<file path="src/rtl/division_4bits_ctrl.sv">
`default_nettype none
// ============================================================================
// Module   : division_4bits_ctrl
// Brief    : Signed 4-bit division sequencer. Resolves operand magnitudes
//            through the shared complement unit, runs a 3-step restoring
//            division on the magnitudes and applies the result signs.
// Revision : 1.0 - initial release
// ============================================================================
module division_4bits_ctrl (
  input  logic       clk,
  input  logic       rst,
  input  logic       start,
  input  logic [3:0] dividend,
  input  logic [3:0] divisor,
  output logic       busy,
  output logic       done,
  output logic       err,
  output logic [3:0] quotient,
  output logic [3:0] remainder,
  output logic       comp_sel,
  output logic [3:0] comp_a,
  output logic [3:0] comp_b,
  output logic       comp_ci,
  input  logic [3:0] comp_sum,
  input  logic       comp_finish
);

  localparam logic [2:0] S_IDLE  = 3'd0;
  localparam logic [2:0] S_REQ_A = 3'd1;
  localparam logic [2:0] S_CAP_A = 3'd2;
  localparam logic [2:0] S_REQ_B = 3'd3;
  localparam logic [2:0] S_CAP_B = 3'd4;
  localparam logic [2:0] S_DIV   = 3'd5;
  localparam logic [2:0] S_SIGN  = 3'd6;
  localparam logic [2:0] S_DONE  = 3'd7;

  localparam logic [3:0] c_MOST_NEG = 4'b1000;

  logic [2:0] r_state;
  logic [2:0] w_next_state;

  logic [3:0] r_dvs;      // latched divisor, replayed to the unit in REQ_B
  logic       r_sa;
  logic       r_sb;
  logic [2:0] r_mag_a;
  logic [2:0] r_mag_b;
  logic [3:0] r_rem;
  logic [2:0] r_q;
  logic [1:0] r_cnt;

  logic       w_illegal;
  logic       w_bit;
  logic [3:0] w_r;
  logic       w_ge;
  logic [3:0] w_diff;
  logic [3:0] w_q_ext;
  logic [3:0] w_q_signed;
  logic [3:0] w_rem_signed;
  logic       w_unused_sum;

  // The unit only produces magnitudes 0..7 for legal operands, so bit 3 is
  // never meaningful here.
  assign w_unused_sum = comp_sum[3];

  // Fixed operand/carry for the complement unit: it computes 0 + ~a + 1.
  assign comp_b  = 4'b0000;
  assign comp_ci = 1'b1;

  // -8 has no 3-bit magnitude and a zero divisor is undefined.
  assign w_illegal = (dividend == c_MOST_NEG) || (divisor == c_MOST_NEG) ||
                     (divisor == 4'b0000);

  // Restoring-division step: bring down dividend bit i, subtract if it fits.
  always_comb begin
    w_bit = r_mag_a[0];
    if (r_cnt == 2'd2) begin
      w_bit = r_mag_a[2];
    end else if (r_cnt == 2'd1) begin
      w_bit = r_mag_a[1];
    end
    w_r    = {r_rem[2:0], w_bit};
    w_ge   = (w_r >= {1'b0, r_mag_b});
    w_diff = w_r - {1'b0, r_mag_b};
  end

  // Local two's-complement sign application for the results.
  always_comb begin
    w_q_ext      = {1'b0, r_q};
    w_q_signed   = (r_sa ^ r_sb) ? (~w_q_ext + 4'd1) : w_q_ext;
    w_rem_signed = r_sa ? (~r_rem + 4'd1) : r_rem;
  end

  // State register.
  always_ff @(posedge clk) begin
    if (rst) begin
      r_state <= S_IDLE;
    end else begin
      r_state <= w_next_state;
    end
  end

  // Next-state logic.
  always_comb begin
    w_next_state = r_state;
    case (r_state)
      S_IDLE: begin
        if (start) begin
          w_next_state = w_illegal ? S_DONE : S_REQ_A;
        end
      end
      S_REQ_A: w_next_state = S_CAP_A;
      S_CAP_A: w_next_state = comp_finish ? S_REQ_B : S_DONE;
      S_REQ_B: w_next_state = S_CAP_B;
      S_CAP_B: w_next_state = comp_finish ? S_DIV : S_DONE;
      S_DIV:   w_next_state = (r_cnt == 2'd0) ? S_SIGN : S_DIV;
      S_SIGN:  w_next_state = S_DONE;
      S_DONE:  w_next_state = S_IDLE;
      default: w_next_state = S_IDLE;
    endcase
  end

  // State-decoded outputs.
  always_comb begin
    busy     = (r_state != S_IDLE);
    done     = (r_state == S_DONE);
    comp_sel = (r_state == S_REQ_A) || (r_state == S_REQ_B);
  end

  // Operand capture, magnitude capture, division iterations and results.
  always_ff @(posedge clk) begin
    if (rst) begin
      r_dvs     <= 4'd0;
      r_sa      <= 1'b0;
      r_sb      <= 1'b0;
      r_mag_a   <= 3'd0;
      r_mag_b   <= 3'd0;
      r_rem     <= 4'd0;
      r_q       <= 3'd0;
      r_cnt     <= 2'd0;
      err       <= 1'b0;
      quotient  <= 4'd0;
      remainder <= 4'd0;
      comp_a    <= 4'd0;
    end else begin
      case (r_state)
        S_IDLE: begin
          if (start) begin
            r_dvs <= divisor;
            r_sa  <= dividend[3];
            r_sb  <= divisor[3];
            if (w_illegal) begin
              err       <= 1'b1;
              quotient  <= 4'd0;
              remainder <= 4'd0;
            end else begin
              comp_a <= dividend;
            end
          end
        end
        S_CAP_A: begin
          r_mag_a <= comp_sum[2:0];
          if (!comp_finish) begin
            err       <= 1'b1;
            quotient  <= 4'd0;
            remainder <= 4'd0;
          end else begin
            comp_a <= r_dvs;
          end
        end
        S_CAP_B: begin
          r_mag_b <= comp_sum[2:0];
          if (!comp_finish) begin
            err       <= 1'b1;
            quotient  <= 4'd0;
            remainder <= 4'd0;
          end else begin
            r_rem <= 4'd0;
            r_q   <= 3'd0;
            r_cnt <= 2'd2;
          end
        end
        S_DIV: begin
          // Quotient bits arrive MSB first, so shifting in fills q[i].
          r_rem <= w_ge ? w_diff : w_r;
          r_q   <= {r_q[1:0], w_ge};
          r_cnt <= r_cnt - 2'd1;
        end
        S_SIGN: begin
          err       <= 1'b0;
          quotient  <= w_q_signed;
          remainder <= w_rem_signed;
        end
        default: begin
        end
      endcase
    end
  end

endmodule
`default_nettype wire

</file>
<file path="config.mk">
export PLATFORM = sky130hd
export DESIGN_NAME = division_4bits_ctrl
export DESIGN_NICKNAME = d
export VERILOG_FILES = /design/src/rtl/division_4bits_ctrl.sv
export SDC_FILE = /design/constraint.sdc
export NUM_CORES = 1
export LEC_CHECK = 0
export ABC_AREA = 1
export CAP_MARGIN = 20
export CELL_PAD_IN_SITES_DETAIL_PLACEMENT = 2
export CELL_PAD_IN_SITES_GLOBAL_PLACEMENT = 2
export CORE_MARGIN = 4
export CORE_UTILIZATION = 29
export CTS_BUF_LIST = sky130_fd_sc_hd__clkbuf_4
export DETAILED_ROUTE_END_ITERATION = 10
export MAX_ROUTING_LAYER = met4
export PLACE_DENSITY_LB_ADDON = 0.1
export SYNTH_ARGS = -nofsm -noshare
export SYNTH_HDL_FRONTEND = slang
export SYNTH_SLANG_ARGS = --single-unit
export TNS_END_PERCENT = 30
</file>
<file path="constraint.sdc">
create_clock -name clk -period 2.8 [get_ports clk]
set_clock_uncertainty 0.15 [all_clocks]
set_input_delay 0.28 -clock clk [delete_from_list [all_inputs] [get_ports clk]]
set_output_delay 0.28 -clock clk [all_outputs]
set_load 0.02 [all_outputs]
</file>
# Word-level counts from Yosys, hierarchy flattened
# Index checks and enable logic that the tools add are counted.
[word_totals]
regBits = 37
input_bits = 16
[classes]
magnitude_cmp = 1
bitwise_logic = 3
n_eq_ne = 17
addsub = 4
mux = 30
reduce_logical = 15
[op_table]
columns = ["cell", "n"]
rows = [
  ["$mux 4", 10],
  ["$pmux 3 s8", 1],
  ["$pmux 4 s3", 2],
  ["$pmux 4 s2", 2],
  ["$eq 3x3->1 const B", 4],
  ["$mux 3", 4],
  ["$ne 2x2->1 const B", 6],
  ["$add 4x1->4 const B", 2],
  ["$eq 4x4->1 const B", 2],
  ["$reduce_and 4->1", 2],
  ["$eq 3x2->1 const B", 2],
  ["$mux 2", 3],
  ["$pmux 3 s2", 1],
  ["$reduce_bool 3->1", 2],
  ["$mux 1", 5],
  ["$ge 4x3->1", 1],
  ["$logic_not 4->1", 1],
  ["$not 3->4", 1],
  ["$not 4->4", 1],
  ["$pmux 2 s2", 1],
  ["$reduce_and 2->1", 2],
  ["$reduce_bool 2->1", 2],
  ["$sub 4x3->4", 1],
  ["$eq 3x1->1 const B", 1],
  ["other kinds (9)", 11],
]

# Longest topological paths before layout
# Gate-level depths: netlist of run 1.
[logic_depth]
depth_word = 6
depth_mapped = 17
mapped_depth_nobuf = 17

# Worst setup path after synthesis of run 1
# OpenSTA, ideal clock, no wires.
[synth_timing]
path_kind = "register -> register"
startpoint = "register r_cnt[1]"
endpoint = "register r_rem[0]"
setup_time_ns = 0.070
n_path_buf = 0
stages_incl_launch_ff = 18
required_ns = 2.580
period_less_slack_ns = 2.142
arrival_time_ns = 1.921
path_slack_ns = 0.658
cell_sequence = "dfxtp_1 -> inv_1 -> ha_1 -> inv_1 -> nand2_1 -> nand3_1 -> nand2_1 -> inv_1 -> ha_1 -> inv_1 -> fa_1 -> nand2_1 -> nand3_1 -> nor2_1 -> nand2_1 -> nand2_1 -> nand2_1 -> a21oi_1"
[synth_between]
elab_chain_cells = 6
word_cells_on_any_way = 8
[synth_rtl]
columns = ["element", "line", "source"]
rows = [
  ["start, declared", "49", "logic [1:0] r_cnt;"],
  ["start signal, assigned", "186", "r_cnt <= r_cnt - 2'd1;"],
  ["$eq 2x1->1", "78", "end else if (r_cnt == 2'd1) begin"],
  ["$mux 1", "78", ""],
  ["$mux 1 *", "76", "if (r_cnt == 2'd2) begin"],
  ["$sub 4x3->4 or $ge 4x3->1 (tied branches)", "83, 82", ""],
  ["$mux 4 *", "184", "r_rem <= w_ge ? w_diff : w_r;"],
  ["$pmux 4 s2 *", "145", "case (r_state)"],
  ["end signal, assigned", "184", ""],
  ["end, declared", "47", "logic [3:0] r_rem;"],
]
# Every way passes the cells marked *; elsewhere a longest branch is shown, timed or not.
# A chain may end at the register's enable or synchronous reset.

# Worst setup path in the final report of run 1
# Same ends and word-level chain as after synthesis.

==> results of run 1 <==
[per-stage QoR]
step           total power, mW  worst slack, ns  utilization [%]  cells
2_1_floorplan             1.14            0.658                -    311
3_3_place_gp              1.36            0.430             35.2    427
3_5_place_dp              1.38            0.392             35.2    427
4_1_cts                   1.66            0.342             35.9    435
5_1_grt                   1.78           0.0397             35.9    435
6_report                  1.62            0.401             35.9    435
[critical path: stages, from the launching register on]
cell	delay [ns]
dfxtp_1	0.36
inv_1	0.06
ha_1	0.20
inv_1	0.06
nand2_1	0.05
nand3_1	0.06
nand2_1	0.07
inv_1	0.06
ha_1	0.14
inv_1	0.06
fa_1	0.39
nand2_1	0.11
nand3_1	0.09
nor2_1	0.18
nand2_1	0.07
nand2_1	0.06
nand2_1	0.05
a21oi_1	0.12
[cell families (layout without fill, tap and decap cells)]
| group | count (synthesis) | after routing | synth area share, % |
|---|---|---|---|
| buf+inv | 65 | 93 | 13.5 |
| simple gates | 148 | 148 | 32.2 |
| flops | 36 | 36 | 35.3 |
| fa+ha+maj | 9 | 9 | 5.89 |
| other cells | 2 | 5 | 0.368 |
| compound gates | 46 | 46 | 11.9 |
| xor+xnor | 2 | 2 | 0.859 |
[where the power goes]
group | switching [mW] | leakage (nW) | internal, mW
Combinational | 0.429 | 0.752 | 0.268
Sequential | 0.0538 | 0.295 | 0.599
Clock | 0.182 | 0.0324 | 0.0924
[flip-flops by register name, summed over array words and instances, names as in the netlist]
register and flops:
remainder 4, comp_a 4, r_dvs 4, r_rem 4
err 1, r_cnt 2, quotient 4, r_state 3
r_q 3, r_sa 1, r_mag_a 3, r_mag_b 3
[placed cells by master, fill, tap and decap left out, drive strengths merged, types with 2 or more instances in the layout]
master / Yosys / final
nand2: 81 / 81
inv: 55 / 55
nor2: 38 / 38
dfxtp: 36 / 36
clkdlybuf4s50: 0 / 30
a21oi: 24 / 24
o21ai: 19 / 19
nand3: 19 / 19
ha: 8 / 8
nand4: 6 / 6
conb: 2 / 5
clkbuf: 2 / 5
clkinv: 0 / 3
nor3: 2 / 2
or2: 2 / 2
[area by class of cell]
cell class | count | area, um2 | area share, %
Multi-Input combinational cell | 210 | 1060 | 43.0
Sequential cell | 36 | 721 | 29.4
Timing Repair Buffer | 30 | 300 | 12.2
Inverter | 55 | 206 | 8.41
Tap cell | 96 | 120 | 4.89
Clock buffer | 5 | 37.5 | 1.53
Clock inverter | 3 | 13.8 | 0.561
[worst min-delay path by stage]
stage	endpoint	slack (ns)
global route	r_dvs[2]	0.34
detailed placement	r_dvs[1]	0.30
CTS	r_dvs[1]	0.31
global placement	err	0.29
floorplan	r_mag_b[0]	0.26
finish	r_mag_a[0]	0.31
[routing by layer]
metal,wire [um],GRT usage [%],vias to the layer above
met5,0,-,-
met4,23,2.97,0
met3,166,2.46,3
li1,-,-,1007
met1,2550,17.2,910
met2,2760,24.8,27
==> summary.md, run 1 <==
| Metric | Value |
|---|---|
| Status | complete, no violations |
| Async S/R FF share, synth | 0% |
| Area grow syn2layout | 20.3% |
| Root buffer cell | clkbuf_4 |
| First-pass GRT wire length | 9560 um |
| Clock latency on the worst-skew pair | 0.33 ns |
| Worst setup SP type | flop |
| GRT overflow | 0 |
| Fraction of final layout cells sized beyond drive strength 1 | 8.26% |
| Sequential share of the synthesized area | 35.3% |
| Worst Setup EP | r_rem[0] |
| Layout Nets | 363 |
| Synth Instances | 308 |
| Largest net degree at the start of global routing | 28 |
| Post-synth EDFFs | 0 |
| DRT antenna net count | 0 |
| HP Class | flop to flop |
| Max Cap Viol | 0 |
| Routed WL | 5510 um |
| Crit path max fanout | 3 |
| Leak | 1.08 nW |
| Core Box Area | 6830 um2 |
| Final HPWL DP | 4350 um |
| Drt pass-1 iters | 4 |
| Filler Cell Count | 854 |
| Yosys Warn Count | 0 |
| Post-cts sizing count | 0 |
| Mapped Area | 2040 um2 |
| Final Hold Violating Endpoints | 0 |
| Initial Util | 29.9% |
| Pwr/cell area | 662 nW/um2 |
| Die Footprint | 8440 um2 |
| CTS H-tree depth | 2 |
| Maximum VDD drop | 191 uV |
| Num CTS Buffers | 5 |
| Tmin final | 2.40 ns |
| Period utilization | 85.7% |
| Minimum hold slack | 0.311 ns |
| Total GRT Usage | 14.2% |
| Post-CTS setup buffers | 0 |
| Setup_tns | 0 ns |
| Top-count cell post-synth | nand2_1 |
| Via density | 4.48 |
| Synth Flop Type | dfxtp_1 |
| Diode count | 0 |
| Yosys top cell area share | 35.3% |
| F_max | 417 MHz |
| DRC | 0 |
| Synth Register Bits | 36 |
| Worst setup path startpoint | r_cnt[1] |
| Post-synth cell types | 30 |
| Crit Path Class | flop to flop |
| Max-slew violation count | 0 |
| CTS tree | built |
| Placed cell area | 2400 um2 |
| CP arrival | 2.52 ns |
| Clk slew on worst S/H paths | 0.12 ns |
| DR WL/cell | 12.7 um |
| Hold_buf cts | 0 |
| Non-Filler Cell Area, Final | 2450 um2 |
| Clock Sinks | 36 |
| Worst r2r path cells | 17 |
| R2r startpoint | r_cnt[1] |
| Vias in the first global route | 2031 |
| Worst R2R Setup Slack | 0.40 ns |
| Worst Setup End Kind | flop |
| Area contributors post-synth | dfxtp_1 35%, nand2_1 14%, inv_1 8.8% |
| Hold Path Stages | 2 |
| Final Setup Violations | 0 |
| RSZ-0062 raised after global routing | false |
| I/O Pins | 37 |
| GP Congestion | 0.767 |
| Post-Syn Area per Cell | 6.63 um2 |
| Initial antenna violation count | 0 |
| Leading area contributor after synthesis | dfxtp_1 |
| Die height | 91.9 um |
| Top cells by count, synth | 74 x nand2_1, 48 x inv_1, 37 x nor2_1, 36 x dfxtp_1, 23 x a21oi_1 |
| CP required | 2.92 ns |
| DR iter-0 viols | 20 |
| Width of the die | 91.9 um |
| # rows | 30 |
| Port Buffer Count | 30 |
| Critical R2R Capture | r_rem[0] |
| Clock buffer depth | 2 |
| DR vias | 1947 |
| Min-Delay Startpoint | r_mag_a[0] |
Power figures use the tool's default switching activity.
==> inputs of run 2 (changes only) <==
CTS_BUF_LIST = sky130_fd_sc_hd__clkbuf_8   (was sky130_fd_sc_hd__clkbuf_4)
SLEW_MARGIN = 40   (was unset)
==> run 2 against run 1 <==
  * Clock-buffer cell count rose by 1
  * Via count down 0.46%
  * Clock power rose by 43%
  * Power grew 7.1%
  * Hold slack worse by 0.0049 ns
  * Highest routed layer unchanged
  * Setup slack improved by 0.012 ns
  * First-iteration DRC count up 40%
  * Register-to-register slack about the same
  * Largest cell class unchanged
  * Die area unchanged
==> summary.md, run 2 (synthesized netlist as in run 1, its figures left out) <==
| Metric | Value |
|---|---|
| Status | complete, no violations |
| First-pass GRT wire length | 9560 um (about the same) |
| R2r startpoint | r_cnt[1] |
| Drt pass-1 iters | 4 (unchanged) |
| NetSw | 677 uW (+1.8%) |
| Comb pwr share | 39.9% (-3.0 points) |
| CP arrival | 2.46 ns (-0.06 ns) |
| Final Setup Violations | 0 (unchanged) |
| Tmin final | 2.39 ns (-0.0118 ns) |
| Non-Filler Cell Area, Final | 2500 um2 (+1.7%) |
| Core Box Area | 6830 um2 (unchanged) |
| DR iter-0 viols | 28 (+40%) |
| Final HPWL DP | 4350 um (unchanged) |
| Maximum VDD drop | 241 uV (+26%) |
| Routed WL | 5490 um (-0.36%) |
| Worst setup SP type | flop |
| Initial antenna violation count | 0 (unchanged) |
| # rows | 30 (unchanged) |
| PnR worst setup slack | 0.413 ns (+0.0118 ns) |
| Setup_tns | 0 ns (unchanged) |
| Setup WS pre-CTS | 0.392 ns (unchanged) |
| Most frequent cells in the layout | 74 x nand2_1, 48 x inv_1, 37 x nor2_1 |
| Port Buffer Count | 30 (unchanged) |
| Seq pwr share | 37.5% (-2.7 points) |
| Via density | 4.46 (-0.46%) |
| Root buffer cell | clkbuf_8 |
| GP Congestion | 0.767 (unchanged) |
| CTS tree | built |
| Total GRT Usage | 14.4% (+0.25 points) |
| Sw frac | 38.9% (-2.1 points) |
| Die Footprint | 8440 um2 (unchanged) |
| HP Class | flop to flop |
| Crit path max fanout | 3 (unchanged) |
| Max Cap Viol | 0 (unchanged) |
| F_max | 419 MHz (+0.49%) |
| CP required | 2.88 ns (-0.04 ns) |
| Width of the die | 91.9 um (unchanged) |
| Min-Delay Startpoint | r_mag_a[0] |
| Initial Util | 29.9% (unchanged) |
| Post-cts sizing count | 0 (unchanged) |
| Leak | 1.10 nW (+1.7%) |
| DRT antenna net count | 0 (unchanged) |
| I/O Pins | 37 (unchanged) |
| Commonest non-fill, non-tap cell in the layout | nand2_1 |
| Final Hold Violating Endpoints | 0 (unchanged) |
| RSZ-0062 raised after global routing | false |
| Worst setup path startpoint | r_cnt[1] |
| Clock latency on the worst-skew pair | 0.29 ns (-0.04 ns) |
| Clk slew on worst S/H paths | 0.08 ns (-0.04 ns) |
| DR WL/cell | 12.6 um (-0.36%) |
| Largest net degree at the start of global routing | 28 (unchanged) |
| Post-CTS setup buffers | 0 (unchanged) |
| Crit Path Class | flop to flop |
| Worst Setup End Kind | flop |
| Clock buffer depth | 2 (unchanged) |
| DRC | 0 (unchanged) |
| Cell internal pwr | 1.06 mW (+11%) |
| DR vias | 1938 (-0.46%) |
| Hold_buf cts | 0 (unchanged) |
| Diode count | 0 (unchanged) |
| Clock Sinks | 36 (unchanged) |
| Period utilization | 85.3% (-0.42 points) |
| Fraction of final layout cells sized beyond drive strength 1 | 8.55% (+0.29 points) |
| Placed cell area | 2400 um2 (unchanged) |
| Layout Nets | 363 (unchanged) |
| Clock Power Share | 22.6% (+5.7 points) |
| Vias in the first global route | 2023 (-0.39%) |
| Area grow syn2layout | 22.3% |
| GRT overflow | 0 (unchanged) |
| CTS H-tree depth | 2 (unchanged) |
| Max-slew violation count | 0 (unchanged) |
| Pwr/cell area | 697 nW/um2 (+5.4%) |
| Die height | 91.9 um (unchanged) |
| Num CTS Buffers | 5 (unchanged) |
-- run 2: cell count changes in the layout (fill, tap and decap cells not counted), sizes merged --
cell / before / now
clkbuf: 5 / 6
clkinv: 3 / 2
-- run 2: critical path: stages (launching register included) --
cell and delay, ns:
dfxtp_1 0.35, inv_1 0.06, ha_1 0.20, inv_1 0.06, nand2_1 0.05, nand3_1 0.06, nand2_1 0.07, inv_1 0.06
ha_1 0.14, inv_1 0.06, fa_1 0.39, nand2_1 0.11, nand3_1 0.09, nor2_1 0.18, nand2_1 0.07, nand2_1 0.06
nand2_1 0.05, a21oi_1 0.12
-- run 2: final cells by class --
class | instances | area, um2
clock inverter | 2 | 10.0
fill | 845 | 4340
timing repair buffer | 30 | 300
clock buffer | 6 | 82.6
tap | 96 | 120
sequential | 36 | 721
multi-input combinational | 210 | 1060
inverter | 55 | 206
-- run 2: power groups by stage --
| stage | Sequential (mW) | Combinational (mW) | Clock [mW] |
|---|---|---|---|
| 3_3_place_gp | 0.661 | 0.694 | 0 |
| 2_1_floorplan | 0.715 | 0.430 | 0 |
| 4_1_cts | 0.655 | 0.715 | 0.412 |
| 6_report | 0.652 | 0.695 | 0.392 |
| 3_5_place_dp | 0.667 | 0.710 | 0 |
| 5_1_grt | 0.667 | 0.796 | 0.442 |
-- run 2: per-layer routing --
metal  routed length (um)  GRT usage [%]
met1                 2520           17.2
met2                 2740           24.5
met3                  176           2.95
met4                   49           4.46
met5                    0              -
-- run 2: stage by stage --
step                hold WS [ns]  power, mW  util [%]  cells
detailed placement         0.297       1.38      35.2    427
finish                     0.306       1.74      36.5    435
global route               0.336       1.90      36.5    435
CTS                        0.309       1.78      36.5    435
floorplan                  0.265       1.14         -    311
global placement           0.285       1.36      35.2    427
-- run 2: worst paths after layout --
path,to,slack (ns),depth (start not counted)
setup / recovery,r_rem[0],0.41,17
setup reg to reg,r_rem[0],0.41,17
hold reg to reg,r_mag_a[0],0.31,2
hold / removal,r_mag_a[0],0.31,2
